## src/rtl/hdmi_period_ctrl.sv

```systemverilog
// HDMI period scheduler: delays the pixel stream by an 11-cycle lead and sequences
// control / preamble / guard-band / video / data-island periods for the TMDS encoders.
module hdmi_period_ctrl #(
  parameter int unsigned PIXEL_W  = 24,
  parameter int unsigned MAX_PKTS = 18,
  parameter int unsigned MIN_CTRL = 4
) (
  input  logic               clk,
  input  logic               reset_n,
  input  logic               de_in,
  input  logic               hs_in,
  input  logic               vs_in,
  input  logic [PIXEL_W-1:0] pix_in,
  input  logic [15:0]        blank_left,
  input  logic               island_req,
  input  logic [4:0]         island_pkts,
  output logic               island_ack,
  output logic [2:0]         mode,
  output logic [3:0]         ctl,
  output logic               vid_hs,
  output logic               vid_vs,
  output logic [PIXEL_W-1:0] vid_pix,
  output logic [4:0]         island_pkt,
  output logic [4:0]         island_word,
  output logic               err
);

  localparam int unsigned Lead = 11;
  localparam int unsigned CntW = $clog2(MIN_CTRL + 2);
  localparam logic [CntW-1:0] MinCtrl = CntW'(MIN_CTRL);
  localparam logic [4:0] MaxPkts = 5'(MAX_PKTS);

  typedef enum logic [2:0] {
    StCtrl, StVpre, StVgb, StVideo, StIpre, StIgbLead, StIsland, StIgbTrail
  } state_e;

  logic [Lead-1:0]    de_dly_q, hs_dly_q, vs_dly_q;
  logic [PIXEL_W-1:0] pix_dly_q [Lead];

  state_e          state_q, state_d;
  logic [8:0]      cnt_q, cnt_d;
  logic [4:0]      word_q, word_d, pkt_q, pkt_d, n_q, n_d;
  logic [CntW-1:0] ctrl_cnt_q, ctrl_cnt_d;
  logic            ack_d, err_d;
  logic [2:0]      mode_d;
  logic [3:0]      ctl_d;

  logic        de_rise, de_late, pkts_legal, island_ok, in_island;
  logic [15:0] island_need;

  always_ff @(posedge clk or negedge reset_n) begin
    if (!reset_n) begin
      de_dly_q <= '0;
      hs_dly_q <= '0;
      vs_dly_q <= '0;
      for (int i = 0; i < Lead; i++) pix_dly_q[i] <= '0;
    end else begin
      de_dly_q     <= {de_dly_q[Lead-2:0], de_in};
      hs_dly_q     <= {hs_dly_q[Lead-2:0], hs_in};
      vs_dly_q     <= {vs_dly_q[Lead-2:0], vs_in};
      pix_dly_q[0] <= pix_in;
      for (int i = 1; i < Lead; i++) pix_dly_q[i] <= pix_dly_q[i-1];
    end
  end

  // State runs one cycle ahead of the registered outputs, so the FSM looks one tap
  // short of the line end to keep mode aligned with vid_*.
  assign de_rise     = de_in & ~de_dly_q[0];
  assign de_late     = de_dly_q[Lead-2];
  assign pkts_legal  = (island_pkts != 5'd0) && (island_pkts <= MaxPkts);
  assign island_need = 16'd24 + {6'd0, island_pkts, 5'd0};
  assign island_ok   = (ctrl_cnt_q >= MinCtrl) && !de_in && !de_late && island_req &&
                       pkts_legal && (blank_left >= island_need);
  assign in_island   = (state_q == StIpre) || (state_q == StIgbLead) ||
                       (state_q == StIsland) || (state_q == StIgbTrail);

  always_comb begin
    state_d = state_q;
    cnt_d   = cnt_q;
    word_d  = word_q;
    pkt_d   = pkt_q;
    n_d     = n_q;
    ack_d   = 1'b0;
    err_d   = err;
    unique case (state_q)
      StCtrl: begin
        if (de_rise) begin
          state_d = StVpre;
          cnt_d   = 9'd7;
        end else if (island_ok) begin
          state_d = StIpre;
          cnt_d   = 9'd7;
          ack_d   = 1'b1;
          n_d     = island_pkts;
        end
      end
      StVpre: begin
        if (cnt_q == 9'd0) begin
          state_d = StVgb;
          cnt_d   = 9'd1;
        end else cnt_d = cnt_q - 9'd1;
      end
      StVgb: begin
        if (cnt_q == 9'd0) state_d = StVideo;
        else cnt_d = cnt_q - 9'd1;
      end
      StVideo: if (!de_late) state_d = StCtrl;
      StIpre: begin
        if (cnt_q == 9'd0) begin
          state_d = StIgbLead;
          cnt_d   = 9'd1;
        end else cnt_d = cnt_q - 9'd1;
      end
      StIgbLead: begin
        if (cnt_q == 9'd0) begin
          state_d = StIsland;
          word_d  = 5'd0;
          pkt_d   = 5'd0;
        end else cnt_d = cnt_q - 9'd1;
      end
      StIsland: begin
        if (word_q == 5'd31 && pkt_q == n_q - 5'd1) begin
          state_d = StIgbTrail;
          cnt_d   = 9'd1;
        end else begin
          word_d = word_q + 5'd1;
          if (word_q == 5'd31) pkt_d = pkt_q + 5'd1;
        end
      end
      StIgbTrail: begin
        if (cnt_q == 9'd0) state_d = StCtrl;
        else cnt_d = cnt_q - 9'd1;
      end
      default: state_d = StCtrl;
    endcase
    // Upstream opened video early: drop the island and start the video lead now.
    if (in_island && de_in) begin
      state_d = StVpre;
      cnt_d   = 9'd7;
      err_d   = 1'b1;
    end
    ctrl_cnt_d = '0;
    if (state_q == StCtrl && state_d == StCtrl) begin
      ctrl_cnt_d = (ctrl_cnt_q >= MinCtrl) ? ctrl_cnt_q : ctrl_cnt_q + 1'b1;
    end
  end

  always_comb begin
    mode_d = 3'd0;
    ctl_d  = 4'b0000;
    unique case (state_q)
      StVpre:                mode_d = 3'd0;
      StVgb:                 mode_d = 3'd2;
      StVideo:               mode_d = 3'd1;
      StIpre:                mode_d = 3'd0;
      StIgbLead, StIgbTrail: mode_d = 3'd4;
      StIsland:              mode_d = 3'd3;
      default:               mode_d = 3'd0;
    endcase
    if (state_q == StVpre) ctl_d = 4'b0001;
    if (state_q == StIpre) ctl_d = 4'b0101;
  end

  always_ff @(posedge clk or negedge reset_n) begin
    if (!reset_n) begin
      state_q     <= StCtrl;
      cnt_q       <= '0;
      word_q      <= '0;
      pkt_q       <= '0;
      n_q         <= '0;
      ctrl_cnt_q  <= '0;
      island_ack  <= 1'b0;
      err         <= 1'b0;
      mode        <= 3'd0;
      ctl         <= 4'b0000;
      island_word <= '0;
      island_pkt  <= '0;
      vid_hs      <= 1'b0;
      vid_vs      <= 1'b0;
      vid_pix     <= '0;
    end else begin
      state_q     <= state_d;
      cnt_q       <= cnt_d;
      word_q      <= word_d;
      pkt_q       <= pkt_d;
      n_q         <= n_d;
      ctrl_cnt_q  <= ctrl_cnt_d;
      island_ack  <= ack_d;
      err         <= err_d;
      mode        <= mode_d;
      ctl         <= ctl_d;
      island_word <= (state_q == StIsland) ? word_q : 5'd0;
      island_pkt  <= (state_q == StIsland) ? pkt_q : 5'd0;
      vid_hs      <= hs_dly_q[Lead-1];
      vid_vs      <= vs_dly_q[Lead-1];
      vid_pix     <= pix_dly_q[Lead-1];
    end
  end

endmodule

```

## config.mk

```make
export PLATFORM = sky130hd
export DESIGN_NAME = hdmi_period_ctrl
export DESIGN_NICKNAME = d
export VERILOG_FILES = /design/src/rtl/hdmi_period_ctrl.sv
export SDC_FILE = /design/constraint.sdc
export NUM_CORES = 1
export LEC_CHECK = 0
export ABC_AREA = 1
export BUFFER_PORTS_ARGS = -buffer_cell sky130_fd_sc_hd__buf_2
export CORE_UTILIZATION = 55
export CTS_CLUSTER_DIAMETER = 150
export DETAILED_ROUTE_END_ITERATION = 8
export PLACE_DENSITY = 0.74
export SLEW_MARGIN = 10
export SYNTH_ARGS = -nofsm -noshare
export SYNTH_HDL_FRONTEND = slang
export SYNTH_SLANG_ARGS = --single-unit
```

## constraint.sdc

```tcl
create_clock -name clk -period 2.5 [get_ports clk]
set_clock_uncertainty 0.15 [all_clocks]
set_input_delay 0.125 -clock clk [delete_from_list [all_inputs] [get_ports clk]]
set_output_delay 0.125 -clock clk [all_outputs]
set_load 0.01 [all_outputs]
```

==> results of run 1 <==
## registers in the layout, indices dropped and copies added (netlist names)
register     cells
pix_dly_q      264
vid_pix         24
hs_dly_q        11
vs_dly_q        11
de_dly_q        10
cnt_q            9
island_pkt       5
island_word      5
n_q              5
pkt_q            5
word_q           5
ctrl_cnt_q       3
mode             3
state_q          3
ctl              2
err              1
island_ack       1
vid_hs           1
vid_vs           1
## cell usage after synthesis
cell type	count	area, um2
nand3_1	23	115
o21ai_4	1	16.3
o21ai_1	7	35.0
buf_2	3	15.0
inv_1	45	169
a21oi_1	11	55.1
a31oi_1	1	6.26
o31ai_1	1	7.51
conb_1	1	3.75
a21oi_2	3	26.3
nand3_2	3	30.0
or2_2	2	12.5
nor3_1	1	5.00
inv_2	8	30.0
o21ai_0	7	35.0
nand4_1	13	81.3
nor2_2	3	18.8
nand2_1	110	413
nand2_4	3	33.8
a211oi_1	1	7.51
o21bai_2	1	11.3
o21a_4	1	15.0
nand2_2	3	18.8
nand3b_1	2	15.0
dfrtp_1	369	9230
xor2_1	5	43.8
nand3_4	4	70.1
buf_4	4	30.0
ha_1	12	150
buf_6	1	11.3
nor2_1	51	191
clkbuf_1	1	3.75
## worst max path at each step
stage | slack (ps) | depth (start not counted) | end | startpoint
floorplan | 620 | 13 | cnt_q[4]$_DFFE_PN0P_ | word_q[0]$_DFFE_PN0P_
global placement | 410 | 13 | cnt_q[5]$_DFFE_PN0P_ | word_q[0]$_DFFE_PN0P_
detailed placement | 330 | 13 | cnt_q[2]$_DFFE_PN0P_ | word_q[0]$_DFFE_PN0P_
CTS | 220 | 13 | cnt_q[3]$_DFFE_PN0P_ | word_q[1]$_DFFE_PN0P_
global route | 4 | 13 | cnt_q[3]$_DFFE_PN0P_ | word_q[1]$_DFFE_PN0P_
finish | 210 | 13 | cnt_q[3]$_DFFE_PN0P_ | word_q[1]$_DFFE_PN0P_
## power by group
group | switching (W) | leakage (nW) | internal, W
combinational | 0.000936 | 1.45 | 0.000466
clock | 0.00220 | 0.576 | 0.00317
sequential | 0.000240 | 4.38 | 0.00636
## stage by stage
stage               area (um2)  hold slack, ps  utilization [%]
finish                   13300            76.7             68.3
global placement         11700            7.01             60.3
floorplan                10900            -321                -
CTS                      13300            71.4             68.1
global route             13300            92.6             68.3
detailed placement       11700            21.2             60.3
## layout make-up
cell class                 instances  area [um2]
clock buffer                      44         961
fill                            1209        6170
timing repair buffer             135         918
inverter                          53         199
clock inverter                    19         228
tap                              265         332
sequential                       369        9230
multi-input combinational        271        1420
## worst reg2reg max path, stage by stage (launching register included)
cell and delay [ps]:
dfrtp_1 410, ha_1 210, nand2_1 90, nor2_1 100, ha_1 220, nand2_1 70, nor2_1 80, nand2_1 70
a21oi_2 170, nand2_2 120, nand3_4 130, nand3_4 160, nand2_1 150, nand2_1 80
## layer usage
layer | track usage, % | share of wire, % | vias up
li1 | - | - | 2525
met1 | 26.7 | 42 | 2768
met2 | 30.1 | 50 | 206
met3 | 4.33 | 5.6 | 46
met4 | 7.41 | 2.6 | 0
met5 | 0 | 0 | -
## cell families after synthesis
kind of cell | Yosys count | share of synthesized area, %
AND/OR/NAND/NOR | 218 | 9.21
adder cells (fa/ha/maj) | 12 | 1.38
flip-flops | 369 | 84.6
buffers and inverters | 62 | 2.37
other | 1 | 0.0344
XOR/XNOR | 5 | 0.401
AO/OA/AOI/OAI | 34 | 1.97
## timing repair
action	4_1_cts	5_1_grt
endpoints found under the hold margin	202	0
resized for setup	0	0
endpoints found under the setup margin	0	3
setup buffers	0	4
hold buffers	33	0
==> results.md, run 1 <==
- Vias/cell: roughly 4.8
- LEAKAGE: between 6 and 7 nW
- Chip height: about 140 um
- Vias post-DR: about 5.5k
- Most frequent cell on the critical path: nand2_1
- GRT Residual Overflow: 0
- Max Cap Viol: 0
- Final Slew Violations: 0
- Clock Latency Late Sink: approximately 510 ps
- Post-synthesis sequential area ratio: 84.6%
- Worst R2R Setup Slack: approximately 200 ps
- Final wirelength: roughly 18000 um
- Final Non-Filler Cells: 1156
- Initial antenna violation count: 0
- Worst Path Max Fanout: 9
- Max-slew headroom: about three fifths
- Slowest cell delay on critical path: roughly 410 ps
- Avg Inst Size Synth: about 16 um2
- Cells on worst reg2reg path: 13
- First-pass GRT wire length: 29200 um
- RSZ-0062 raised after global routing: false
- Commonest non-fill, non-tap cell in the layout: dfrtp_1
- Num CTS Buffers: 35
- Synth Warn #: 0
- CP Class: reg2reg
- Area grow syn2layout: 21.8%
- Tcrit/Tclk final: around 92%
- Die area: 0.0204 mm2
- Post-synth cell types: 32
- DR iter-0 viols: ~270
- Crit-path cells: ha_1 -> nand2_1 -> nor2_1 -> ha_1 -> nand2_1 -> nor2_1 -> nand2_1 -> a21oi_2 -> nand2_2 -> nand3_4 -> nand3_4 -> nand2_1 -> nand2_1
- Place WS: 328 ps
- Initial core utilization: 56.1%
- Ant. Diodes: 0
- Rows: 51
- Setup slack after layout: between 200 and 250 ps
- GRT Util Overall: 19.2%
- Pwr dens: ~1000 mW/mm2
- VDD IR max: between 0.0006 and 0.0007 V
- TNS Setup: 0 ps
- Residual DRC: 0
- CP Launch Type: register
- Most frequent cells in the layout: dfrtp_1, nand2_1, buf_2, nor2_1, inv_1
- CTS Buffer Depth: 3
- HPWL after DPL: around 9000 um
- Hold Path Class: in2async
- WP data arrival: roughly 2500 ps
- H-tree depth: 2
- Final Critical Period: approximately 2300 ps
- Fmax: about 440 MHz
- Slew of the pin with the lowest slew margin: 628 ps
- FF+latch count, synth: roughly 370
- Pin count of the biggest net entering global routing: 87
- ANT nets after route: 0
- Critical path data required time: around 2700 ps
- Gpl congestion: roughly 0.84
- Final hold vios: 0
- Die X: around 140 um
- Endpoint of the lowest-slack register-to-register path: cnt_q[3]$_DFFE_PN0P_
- Root Driver: clkbuf_16
- Cells after synthesis: around 700
- Share of layout cells above drive strength 1: 21.5%
- PortBufs: 90
- Worst path slowest cell: dfrtp_1
- Post-DR wirelength/cell: around 15 um
- Worst reg2reg path startpoint: word_q[1]$_DFFE_PN0P_
- Final setup fails: 0
- Vias in the first global route: around 5.6k
- Worst Path Buf+Inv: 0
- I/O pins: 96
- Status: finished clean
- CP Capture Type: register
- CTS tree: yes
- Total core area: between 0.015 and 0.02 mm2
- Placed Cells: approximately 1.1k
- Worst-path clk slew: 70 ps
- Pre-antenna DRT Iters: 5
- Clock sinks: approximately 370
- Power, Total: between 0.01 and 0.015 W
- Nets@finish: 928
- Post-synthesis cell area: roughly 0.011 mm2
- Critical path's top delay family: simple AND/OR/NAND/NOR gates
No activity file was read; power rests on OpenSTA's default activity.
==> run 2, diff against run 1 <==
--- a/config.mk
+++ b/config.mk
@@ -5,13 +5,12 @@
 export SDC_FILE = /design/constraint.sdc
 export NUM_CORES = 1
 export LEC_CHECK = 0
-export ABC_AREA = 1
 export BUFFER_PORTS_ARGS = -buffer_cell sky130_fd_sc_hd__buf_2
 export CORE_UTILIZATION = 55
 export CTS_CLUSTER_DIAMETER = 150
 export DETAILED_ROUTE_END_ITERATION = 8
-export PLACE_DENSITY = 0.74
-export SLEW_MARGIN = 10
+export PLACE_DENSITY = 0.75
+export SLEW_MARGIN = 20
 export SYNTH_ARGS = -nofsm -noshare
 export SYNTH_HDL_FRONTEND = slang
 export SYNTH_SLANG_ARGS = --single-unit
==> results.md, run 2 <==
- Critical path data required time: 2710 ps (-30 ps)
- Placed Cells: 942 (-11%)
- Final Slew Violations: 0 (unchanged)
- CP Capture Type: register
- Top flop regs: pix_dly_q: 264 flops, vid_pix: 24 flops
- Dpl cell area: 0.0116 mm2 (-1.4%)
- Cells after synthesis: 587 (-16%)
- Initial antenna violation count: 0 (unchanged)
- I/O pins: 96 (unchanged)
- CTS Buffer Depth: 3 (unchanged)
- Status: complete, but fails checks
- Final setup fails: 6 (+6)
- Worst R2R Setup Slack: -180 ps (-390 ps)
- CP Class: reg2reg
- GRT Util Overall: 20.3% (+1.1 points)
- Power, Total: 0.0133 W (-0.48%)
- Top cell type's share of synthesized area: 86.4% (+1.7 points)
- Most common cell in the netlist: dfrtp_1
- Post-synth top cells: dfrtp_1, inv_1, nor2_1
- Final core occ: 70.0% (+1.7 points)
- Worst-path clk slew: 70 ps (about the same)
- Worst Path Max Fanout: 5 (-4)
- Final wirelength: 19700 um (+10%)
- Ranking of synthesized cells by area: dfrtp_1, ha_1, inv_1
- Crit path from: n_q[0]$_DFFE_PN0P_
- Design Area, Final: 0.0132 mm2 (-0.48%)
- Failing checks: negative setup slack
- Pin count of the biggest net entering global routing: 91 (+4.6%)
- EDFF count, synth: 0 (unchanged)
- Most frequent cells in the layout: dfrtp_1, buf_2, clkbuf_16, dlygate4sd3_1, buf_4
- Yosys top cell by area: dfrtp_1
- Share of layout cells above drive strength 1: 24.9% (+3.4 points)
- GRT Residual Overflow: 0 (unchanged)
- Num CTS Buffers: 35 (unchanged)
- Setup slack after layout: -183 ps (-388 ps)
- Chip height: 141 um (-1.0%)
- Ys flop type: dfrtp_1
- Vias in the first global route: 5786 (+3.6%)
- Final Non-Filler Cells: 1051 (-9.1%)
- FF+latch count, synth: 369 (unchanged)
- Pwr dens: 1010 mW/mm2 (about the same)
- Synth Warn #: 0 (unchanged)
- WP data arrival: 2890 ps (+360 ps)
- Total core area: 0.0189 mm2 (-2.9%)
- Max-slew headroom: 35.4% (-23 points)
- Gpl congestion: 0.731 (-13%)
- Avg Inst Size Synth: 18.2 um2 (+17%)
- Nets@finish: 832 (-10%)
- Worst reg2reg path startpoint: n_q[0]$_DFFE_PN0P_
- Post-synth cell types: 54 (+69%)
- ANT nets after route: 0 (unchanged)
- Slew of the pin with the lowest slew margin: 956 ps (+328 ps)
- LEAKAGE: 6.29 nW (-1.9%)
- Residual DRC: 0 (unchanged)
- Largest Register: pix_dly_q
- Ant. Diodes: 0 (unchanged)
- RSZ-0062 raised after global routing: true
- Fmax: 373 MHz (-14%)
- Clock Latency Late Sink: 510 ps (about the same)
- Largest register FFs: 264 (unchanged)
- CTS tree: yes
- Post-DR wirelength/cell: 18.8 um (+22%)
- Hold Path Class: in2async
- TNS Setup: -402 ps (-402 ps)
- HPWL after DPL: 9930 um (+10%)
- Endpoint of the lowest-slack register-to-register path: cnt_q[6]$_DFFE_PN0P_
- Tcrit/Tclk final: 107% (+16 points)
- DR iter-0 viols: 485 (+78%)
- First-pass GRT wire length: 30400 um (+3.8%)
- Commonest non-fill, non-tap cell in the layout: dfrtp_1
- Area grow syn2layout: 23.7%
- Die area: 0.0200 mm2 (-2.0%)
- Vias post-DR: 5402 (-2.6%)
- Final hold vios: 0 (unchanged)
- Die X: 141 um (-1.0%)
- Vias/cell: 5.14 (+7.2%)
- Final Critical Period: 2680 ps (+388 ps)
- Post-synthesis sequential area ratio: 86.4% (+1.7 points)
- Pre-antenna DRT Iters: 5 (unchanged)
- VDD IR max: 0.000640 V (+5.2%)
- CP Launch Type: register
- # fillers: 1125 (-6.9%)
- Clock sinks: 369 (unchanged)
- Root Driver: clkbuf_16
- Max Cap Viol: 0 (unchanged)
- Post-synthesis cell area: 0.0107 mm2 (-2.0%)
- H-tree depth: 2 (unchanged)
- Synth async-reset ratio: 100% (unchanged)
- PortBufs: 90 (unchanged)
- Cells on worst reg2reg path: 8 (-5)
- Initial core utilization: 56.6% (+0.52 points)
- Rows: 50 (-2.0%)
==> run 2: cell types whose count changed after synthesis, moves of 5 or more <==
cell / delta
inv_2: -8
nand3_1: -20
nor2_1: -31
a21oi_1: +5
nand2_1: -93
clkbuf_1: +7
inv_1: -23
and2_1: +6
nand4_1: -9
o21ai_0: +7
o31ai_1: +7
and3_1: +12
o21ai_1: -6
==> run 2: worst max-delay path by stage <==
| stage | endpoint |
|---|---|
| floorplan | cnt_q[1]$_DFFE_PN0P_ |
| global placement | cnt_q[1]$_DFFE_PN0P_ |
| detailed placement | cnt_q[1]$_DFFE_PN0P_ |
| CTS | cnt_q[5]$_DFFE_PN0P_ |
| global route | cnt_q[6]$_DFFE_PN0P_ |
| finish | cnt_q[6]$_DFFE_PN0P_ |
==> run 2: repair_timing <==
action | in CTS | in global routing
cloned | 0 | 1
hold endpoints to repair | 139 | 0
pin swaps | 1 | 4
setup endpoints to repair | 9 | 10
resized for setup | 9 | 17
buffers inserted | 4 | 10
hold buffers | 35 | 0
==> run 2: critical path, stage by stage (launching register included) <==
cell and delay, ps:
dfrtp_1 370, inv_1 90, ha_1 240, xnor3_1 300, and4_4 280, a31oi_4 120
a21o_4 260, or2_4 270, o31ai_1 450
==> run 2: per-stage QoR <==
| step | setup slack (ps) | hold slack (ps) |
|---|---|---|
| final | -183 | 83.5 |
| after floorplan | 46.8 | -321 |
| after global placement | 59.9 | 1.82 |
| after global routing | -186 | 92.0 |
| after CTS | 2.39 | 83.1 |
| after detailed placement | -156 | 31.1 |
==> run 2: area by class of cell <==
class | count | area [um2] | area share [%]
Clock buffer | 53 | 1000 | 7.59
Clock inverter | 6 | 52.6 | 0.397
Inverter | 22 | 82.6 | 0.624
Multi-Input combinational cell | 185 | 1450 | 10.9
Sequential cell | 369 | 9240 | 69.8
Tap cell | 260 | 325 | 2.46
Timing Repair Buffer | 156 | 1080 | 8.20
==> run 2: logic make-up after synthesis <==
family / share of synthesized area [%]
compound gates: 4.25
xor+xnor: 1.33
fa+ha+maj: 1.40
buf+inv: 1.39
flops: 86.4
mux: 0.936
other cells: 0.0351
simple gates: 4.27
==> run 2: routing by layer <==
layer	vias up	GRT usage, %	wire, um
met5	-	0	0
met4	0	9.68	918
met3	84	4.86	1210
met2	280	34.9	10200
met1	2730	24.4	7400
li1	2308	-	-
==> run 2: report_power, final <==
| part | internal, W | switching (W) | total (W) |
|---|---|---|---|
| combinational | 0.000781 | 0.00104 | 0.00182 |
| sequential | 0.00635 | 0.000306 | 0.00666 |
| clock | 0.00278 | 0.00205 | 0.00483 |
| total | 0.00991 | 0.00340 | 0.0133 |
